===== src/rtl/fetch_pkg.sv =====
// Shared types and constants for the RV32I instruction fetch stage.
package fetch_pkg;

    localparam int unsigned XLEN = 32;

    typedef enum logic [2:0] {
        S_RESET = 3'd0,
        S_REQ   = 3'd1,
        S_WAIT  = 3'd2,
        S_HOLD  = 3'd3,
        S_FAULT = 3'd4
    } fetch_state_t;

    localparam logic [1:0] FAULT_NONE     = 2'b00;
    localparam logic [1:0] FAULT_MISALIGN = 2'b01;
    localparam logic [1:0] FAULT_TIMEOUT  = 2'b10;

    localparam logic [XLEN-1:0] INST_NOP = 32'h0000_0013;

    // Instruction handed to decode together with its address.
    typedef struct packed {
        logic [XLEN-1:0] inst;
        logic [XLEN-1:0] pc;
    } fetch_pkt_t;

endpackage


===== src/rtl/fetch.sv =====
// Single-issue instruction fetch: one imem transaction per pc_next handshake,
// with sticky misaligned-redirect and response-timeout faults.
module fetch
    import fetch_pkg::*;
#(
    parameter logic [31:0] RESET_PC = 32'h0000_0000,
    parameter int unsigned TIMEOUT  = 16,
    parameter int unsigned CNT_W    = $clog2(TIMEOUT)
) (
    input  logic             clk,
    input  logic             rst,
    input  logic [XLEN-1:0]  pc_next,
    input  logic             pc_next_valid,
    output logic             imem_req,
    output logic [XLEN-1:0]  imem_addr,
    input  logic             imem_ready,
    input  logic             imem_rvalid,
    input  logic [XLEN-1:0]  imem_rdata,
    output logic             inst_valid,
    output logic [XLEN-1:0]  inst,
    output logic [XLEN-1:0]  inst_pc,
    output logic             fault,
    output logic [1:0]       fault_cause,
    output logic [XLEN-1:0]  fault_pc
);

    fetch_state_t    state_q, state_d;
    logic [XLEN-1:0] pc_q, pc_d;
    logic [CNT_W-1:0] cnt_q, cnt_d;
    fetch_pkt_t      pkt_q, pkt_d;
    logic            inst_valid_q, inst_valid_d;
    logic            fault_q, fault_d;
    logic [1:0]      cause_q, cause_d;
    logic [XLEN-1:0] fault_pc_q, fault_pc_d;

    // State and datapath registers.
    always_ff @(posedge clk or negedge rst) begin
        if (!rst) begin
            state_q      <= S_RESET;
            pc_q         <= RESET_PC;
            cnt_q        <= '0;
            pkt_q        <= '{inst: INST_NOP, pc: RESET_PC};
            inst_valid_q <= 1'b0;
            fault_q      <= 1'b0;
            cause_q      <= FAULT_NONE;
            fault_pc_q   <= '0;
        end else begin
            state_q      <= state_d;
            pc_q         <= pc_d;
            cnt_q        <= cnt_d;
            pkt_q        <= pkt_d;
            inst_valid_q <= inst_valid_d;
            fault_q      <= fault_d;
            cause_q      <= cause_d;
            fault_pc_q   <= fault_pc_d;
        end
    end

    // Next-state and next-register logic.
    always_comb begin
        state_d      = state_q;
        pc_d         = pc_q;
        cnt_d        = cnt_q;
        pkt_d        = pkt_q;
        inst_valid_d = inst_valid_q;
        fault_d      = fault_q;
        cause_d      = cause_q;
        fault_pc_d   = fault_pc_q;

        case (state_q)
            S_RESET: state_d = S_REQ;
            S_REQ: begin
                if (imem_ready) begin
                    if (imem_rvalid) begin
                        pkt_d        = '{inst: imem_rdata, pc: pc_q};
                        inst_valid_d = 1'b1;
                        state_d      = S_HOLD;
                    end else begin
                        cnt_d   = '0;
                        state_d = S_WAIT;
                    end
                end
            end
            S_WAIT: begin
                // A response on the last allowed cycle still wins over the timeout.
                if (imem_rvalid) begin
                    pkt_d        = '{inst: imem_rdata, pc: pc_q};
                    inst_valid_d = 1'b1;
                    state_d      = S_HOLD;
                end else if (cnt_q == CNT_W'(TIMEOUT - 1)) begin
                    fault_d    = 1'b1;
                    cause_d    = FAULT_TIMEOUT;
                    fault_pc_d = pc_q;
                    state_d    = S_FAULT;
                end else begin
                    cnt_d = cnt_q + CNT_W'(1);
                end
            end
            S_HOLD: begin
                if (pc_next_valid) begin
                    inst_valid_d = 1'b0;
                    if (pc_next[1:0] == 2'b00) begin
                        pc_d    = pc_next;
                        state_d = S_REQ;
                    end else begin
                        fault_d    = 1'b1;
                        cause_d    = FAULT_MISALIGN;
                        fault_pc_d = pc_next;
                        state_d    = S_FAULT;
                    end
                end
            end
            S_FAULT: state_d = S_FAULT;
            default: state_d = S_FAULT;
        endcase
    end

    assign imem_req    = (state_q == S_REQ);
    assign imem_addr   = pc_q;
    assign inst_valid  = inst_valid_q;
    assign inst        = pkt_q.inst;
    assign inst_pc     = pkt_q.pc;
    assign fault       = fault_q;
    assign fault_cause = cause_q;
    assign fault_pc    = fault_pc_q;

endmodule


===== config.mk =====
export PLATFORM = sky130hd
export DESIGN_NAME = fetch
export DESIGN_NICKNAME = d
export VERILOG_FILES = /design/src/rtl/fetch_pkg.sv /design/src/rtl/fetch.sv
export SDC_FILE = /design/constraint.sdc
export NUM_CORES = 1
export LEC_CHECK = 0
export ABC_AREA = 1
export CORE_MARGIN = 2
export CORE_UTILIZATION = 45
export CTS_CLUSTER_SIZE = 14
export DETAILED_ROUTE_END_ITERATION = 7
export DONT_BUFFER_PORTS = 1
export PLACE_DENSITY = 0.59
export SLEW_MARGIN = 20
export SYNTH_ARGS = -nofsm -noshare
export SYNTH_HDL_FRONTEND = slang
export SYNTH_SLANG_ARGS = --single-unit

===== constraint.sdc =====
create_clock -name clk -period 3.8 [get_ports clk]
set_input_delay 0.76 -clock clk [delete_from_list [all_inputs] [get_ports clk]]
set_output_delay 0.76 -clock clk [all_outputs]
set_load 0.01 [all_outputs]

# Word level (Yosys, flattened, before mapping)
# Cells that the tools add are included.
[totals]
ff_bits = 139
elab_cells = 67
[op_classes]
addsub = 1
eq_ne = 12
mux = 34
reduce_logical = 11
[ops]
columns = ["op", "count"]
rows = [
  ["$mux W32", 4],
  ["$mux W64", 2],
  ["$pmux W64 S2", 1],
  ["$pmux W32 S2", 1],
  ["$mux W4", 4],
  ["$mux W3", 5],
  ["$ne A2 B2 Y1 const B", 6],
  ["$pmux W3 S4", 1],
  ["$reduce_and A5 Y1", 2],
  ["$reduce_and A3 Y1", 3],
  ["$mux W1", 8],
  ["$mux W2", 4],
  ["$pmux W4 S2", 1],
  ["$eq A3 B2 Y1 const B", 2],
  ["$add A4 B1 Y4 const B", 1],
  ["$eq A4 B4 Y1 const B", 1],
  ["$pmux W2 S2", 1],
  ["$reduce_bool A2 Y1", 2],
  ["$eq A3 B1 Y1 const B", 1],
  ["$logic_not A3 Y1", 1],
  ["$ne A3 B3 Y1 const B", 1],
  ["$pmux W1 S3", 1],
  ["$reduce_bool A3 Y1", 1],
  ["$logic_not A2 Y1", 1],
  ["other kinds (3)", 3],
]

# Longest topological paths before layout
[logic_depth]
ltp_word = 4
mapped_depth = 10
mapped_depth_nobuf = 9

# Least setup slack after synthesis
# OpenSTA, ideal clock, no wires.
[synth_path]
kind = "input to register"
from = "input port pc_next[0]"
to = "register fault_pc_q[10] (netlist: fault_pc[10])"
setup_time_ns = 0.117
t_arrival_ns = 1.470
t_required_ns = 3.683
path_slack_ns = 2.213
stages = 8
path_cell_list = "inv_1 -> nand2_1 -> nor2_4 -> nor2_4 -> nand3_4 -> buf_4 -> nand2_1 -> nand2_1"
[synth_between]
elab_chain_len = 3
[synth_lines]
columns = ["item", "line", "text"]
rows = [
  ["from (decl)", "fetch.sv:12", "input logic [XLEN-1:0] pc_next,"],
  ["$logic_not A2 Y1", "fetch.sv:102", "if (pc_next[1:0] == 2'b00) begin"],
  ["$ne A2 B2 Y1 (no line)", "-", ""],
  ["$reduce_and A5 Y1 (no line)", "-", ""],
  ["to (signal assigned)", "fetch.sv:55", "fault_pc_q <= fault_pc_d;"],
  ["to (decl)", "fetch.sv:34", "logic [XLEN-1:0] fault_pc_q, fault_pc_d;"],
]
# No other way between the ends.
# A chain may end at the register's enable or synchronous reset.

# Final worst setup path
[layout_path]
from = "register state_q[0]"
to = "register fault_pc_q[10] (netlist: fault_pc[10])"
[layout_between]
elab_chain_len = 3
elab_cells_between_ends = 9
classes_between = "eq/ne: 6; mux: 1; reduce/logical: 2"
[layout_lines]
columns = ["item", "line", "text"]
rows = [
  ["from (decl)", "fetch.sv:27", "fetch_state_t state_q, state_d;"],
  ["from (signal assigned)", "fetch.sv:48", "state_q <= state_d;"],
  ["$eq A3 B2 Y1", "fetch.sv:70", "case (state_q)"],
  ["$ne A2 B2 Y1 (no line) / $reduce_bool A2 Y1 (equally long branches)", "-", ""],
  ["$reduce_and A5 Y1 (no line)", "-", ""],
]
# Parallel ways exist; a longest one is shown, timed or not.

==> metrics.sh <==
ASYNC_RESET_FF_SHARE_PCT=100
START_POINT_OF_THE_CRITICAL_PATH='state_q[0]'
WORSTSETUPSTARTPOINTTYPE='flip-flop'
CTS.CLK_SLEW.WORST_PATHS_NS=0.06
AREA_DELTA_SYNTH_FINAL_PCT=10.0
PATH_MAX_FANOUT=36
YOSYS.CELL_COUNT.TOP_TYPE='sky130_fd_sc_hd__nand2_1'
POST-ROUTE-DRC-COUNT=0
PATH_TYPE_OF_THE_WORST_SETUP_PATH='flip-flop to flip-flop'
FINALWEIGHTEDCONGESTION=0.823
WORST_SLEW_PIN_SLEW_NS=0.974
WIRE_LENGTH_OF_THE_FIRST_GLOBAL_ROUTING_PASS_UM=24600
YOSYS.AREA.TOP_TYPE_SHARE_PCT=55.1
IR_DROP_mV=0.311
ANT_NETS=0
PLACE_HPWL_UM=10000
CTS_TREE='built'
YOSYSWARNINGCOUNT=0
SYNTH.LARGEST_AREA_CELL='sky130_fd_sc_hd__dfrtp_1'
GRT.TOTAL_USAGE_PCT=21.7
DRT-TOTAL-WL_UM=15100
SETUP_VIOLATIONS=0
MAX-CLOCK-PATH-BUFFERS=2
FINISH.NET_COUNT=763
CTS.REPAIR_TIMING.SETUP_BUFFER_COUNT=0
TIMING.HOLD.WORST.CLASS='primary input to async pin'
TIMING.CRITICAL_PATH.CELLS='buf_4 -> nand2_1 -> nor2_1 -> nand2_2 -> nand3_4 -> nand2_1 -> nand2_1'
CTSRESIZECOUNT=0
SYNTHESIS.INSTANCES=715
WORSTREG2REGSTART='state_q[0]'
FLOORPLAN.DIE.WIDTH_UM=121
SYNTH.YOSYS.SEQ_AREA_SHARE_PCT=56.4
POST_ROUTE_SKEW_NS=0.00637
DP_WORST_SETUP_SLACK_NS=0.981
N_ANTENNA_CELL=0
HOLD_VIOLATIONS=0
DRT-WIRELENGTH-PER-CELL_UM=17.2
FLOORPLAN.DIE.HEIGHT_UM=121
MIN_PERIOD_NS=2.69
RSZ0062_AT_GRT='no'
HTREEDEPTH=4
POSTSYNTHNETCOUNT=785
INITIAL_UTILIZATION_PCT=46.3
DRIVE_GT1_SHARE_PCT=7.37
CRIT_TOP_CELL='sky130_fd_sc_hd__nand2_1'
DIE_AREA_MM2=0.0147
BUFFERS_INVERTERS_ON_CRITICAL_PATH=1
YS.FLOP_TYPE='sky130_fd_sc_hd__dfrtp_1'
SETUP.WORST_PATH.END_CLASS='flip-flop'
CORE_MM2=0.0133
SETUP_SLACK_NS=1.11
POWER-PER-CELL-AREA_mW_PER_MM2=506
NUMBER_OF_GLOBAL_ROUTE_VIAS_BEFORE_REPAIR=4659
DETAIL_ROUTE.ITER0.VIOLATIONS=333
WORST_CASE_HEADROOM_TO_THE_MAX_SLEW_LIMIT_PCT=34.8
STATUS='complete, no violations'
MIN_PERIOD_OVER_PERIOD_PCT=70.9
FILLERINSTANCES=1297
CTS.HOLD.BUFFERS_ADDED=0
MAXIMUM_NUMBER_OF_PINS_ON_ONE_NET_BEFORE_GLOBAL_ROUTE_REPAIR=140
DP.CELLS=850
CLOCK_LATENCY_REPORTED_FOR_THE_LATE_SIDE_OF_THE_WORST_SKEW_PAIR_NS=0.42
DETAILEDROUTE.FIRSTPASSITERATIONCOUNT=6
CTS.SINK_COUNT=139
AVGSYNTHCELLAREA_UM2=8.64
YS_TOP_CELLS_BY_COUNT='sky130_fd_sc_hd__nand2_1 (255), sky130_fd_sc_hd__dfrtp_1 (136), sky130_fd_sc_hd__inv_1 (75)'
SYNTH-SEQ-CELLS=139
TOTAL_POWER_W=0.00344
SYNTH_ENABLE_FLOP_CELLS=0
CPLARGESTDELAYFAMILY='simple AND/OR/NAND/NOR gates'
OVERFLOW=0
LAYOUT.CELLS.NON_FILLER=882
TIMING.FINAL.MAX_SLEW_VIOLATIONS=0
CRITICAL-PATH-SLOWEST-CELL='sky130_fd_sc_hd__dfrtp_1'
ANTENNA_FOUND_INITIAL=0
POWER_LEAKAGE_nW=3.42
POST_SYNTH_NUM_CELL_TYPES=28
CRITICAL_PATH.MAX_STAGE_DELAY_NS=0.69
WORST_EP_ARRIVAL_TIME_NS=3.04
ROUTED_VIA_DENSITY=5.28
NUM_VIAS=4653
POST_SYNTH_INSTANCE_AREA_MM2=0.00617
NUMPORTBUFFERS=0
REGTOREGSETUPSLACK_NS=1.11
IO-PIN-COUNT=202
WORST_EP_REQUIRED_TIME_NS=4.15
FINAL.SETUP.TNS_NS=0
CTS-ROOT-BUF='sky130_fd_sc_hd__clkbuf_16'
DRV_CAP=0
FMAX_GHz=0.371
SYNTH.AREA.TOP_CELLS='sky130_fd_sc_hd__dfrtp_1 (55%), sky130_fd_sc_hd__nand2_1 (16%), sky130_fd_sc_hd__nand4_1 (6.7%), sky130_fd_sc_hd__o21ai_1 (5.2%), sky130_fd_sc_hd__inv_1 (4.6%)'
PLACEMENT_ROWS=42
TRITONCTS.NUM_BUFFERS=17
layer usage:
layer  vias up  GRT usage (%)  part of all wire [%]
li1       2258              -                     -
met1      2194           25.1                    39
met2       178           35.1                    48
met3        23           9.73                    11
met4         0           8.69                   1.9
met5         -              0                     0
placed cells by master, fill, tap and decap left out, types with 4 or more instances in the layout:
| master | instances |
|---|---|
| sky130_fd_sc_hd__nor2_1 | 16 |
| sky130_fd_sc_hd__o21ai_1 | 64 |
| sky130_fd_sc_hd__buf_4 | 4 |
| sky130_fd_sc_hd__o21ai_0 | 31 |
| sky130_fd_sc_hd__nand4_1 | 66 |
| sky130_fd_sc_hd__clkbuf_16 | 17 |
| sky130_fd_sc_hd__inv_1 | 75 |
| sky130_fd_sc_hd__nand2_1 | 255 |
| sky130_fd_sc_hd__dfrtp_1 | 136 |
| sky130_fd_sc_hd__bufinv_16 | 5 |
| sky130_fd_sc_hd__nand3_1 | 4 |
state kept, by name, summed over array words and instances, names as in the netlist:
register / count
state_q: 3
cnt_q: 4
fault: 1
inst_valid: 1
fault_cause: 2
imem_addr: 32
inst_pc: 32
fault_pc: 32
inst: 32
final timing paths:
| kind | cells past startpoint | endpoint |
|---|---|---|
| worst min-delay path | 0 | inst_pc[23] |
| worst min register to register | 2 | inst[4] |
| worst max-delay path | 7 | fault_pc[10] |
| min in group clk | 2 | inst[4] |
| worst max register to register | 7 | fault_pc[10] |
| max in group asynchronous | 0 | inst[0] |
report_power, final:
| group | leakage (nW) | switching (W) | internal [W] |
|---|---|---|---|
| Sequential | 1.66 | 0.0000459 | 0.00151 |
| Clock | 0.319 | 0.000616 | 0.00121 |
| Combinational | 1.44 | 0.0000307 | 0.0000199 |
through the flow:
stage / hold WS (ns) / utilization (%) / instance area, µm²
final: 0.0386 / 50.9 / 6790
after global routing: 0.0208 / 50.9 / 6790
after CTS: 0.0196 / 50.9 / 6790
after detailed placement: 0.470 / 45.9 / 6130
after global placement: 0.471 / 45.9 / 6130
after floorplan: 0.464 / - / 6170
layout make-up:
class	instances	area [µm²]	area share (%)
tap	176	220	3.24
timing repair buffer	5	41.3	0.608
sequential	139	3480	51.3
clock inverter	11	189	2.78
multi-input combinational	452	2100	30.8
inverter	78	295	4.35
clock buffer	21	470	6.92
kinds of logic after synthesis:
kind of cell               after synthesis  share of synthesized area (%)
adders and majority gates                1                          0.203
buffers and inverters                  124                           9.79
xor gates and xnor gates                 2                          0.284
AOI/OAI and AO/OA                       99                           8.29
and+or+nand+nor                        350                           25.0
DFF                                    139                           56.4
Note: power is estimated with default switching activity, not from simulation.
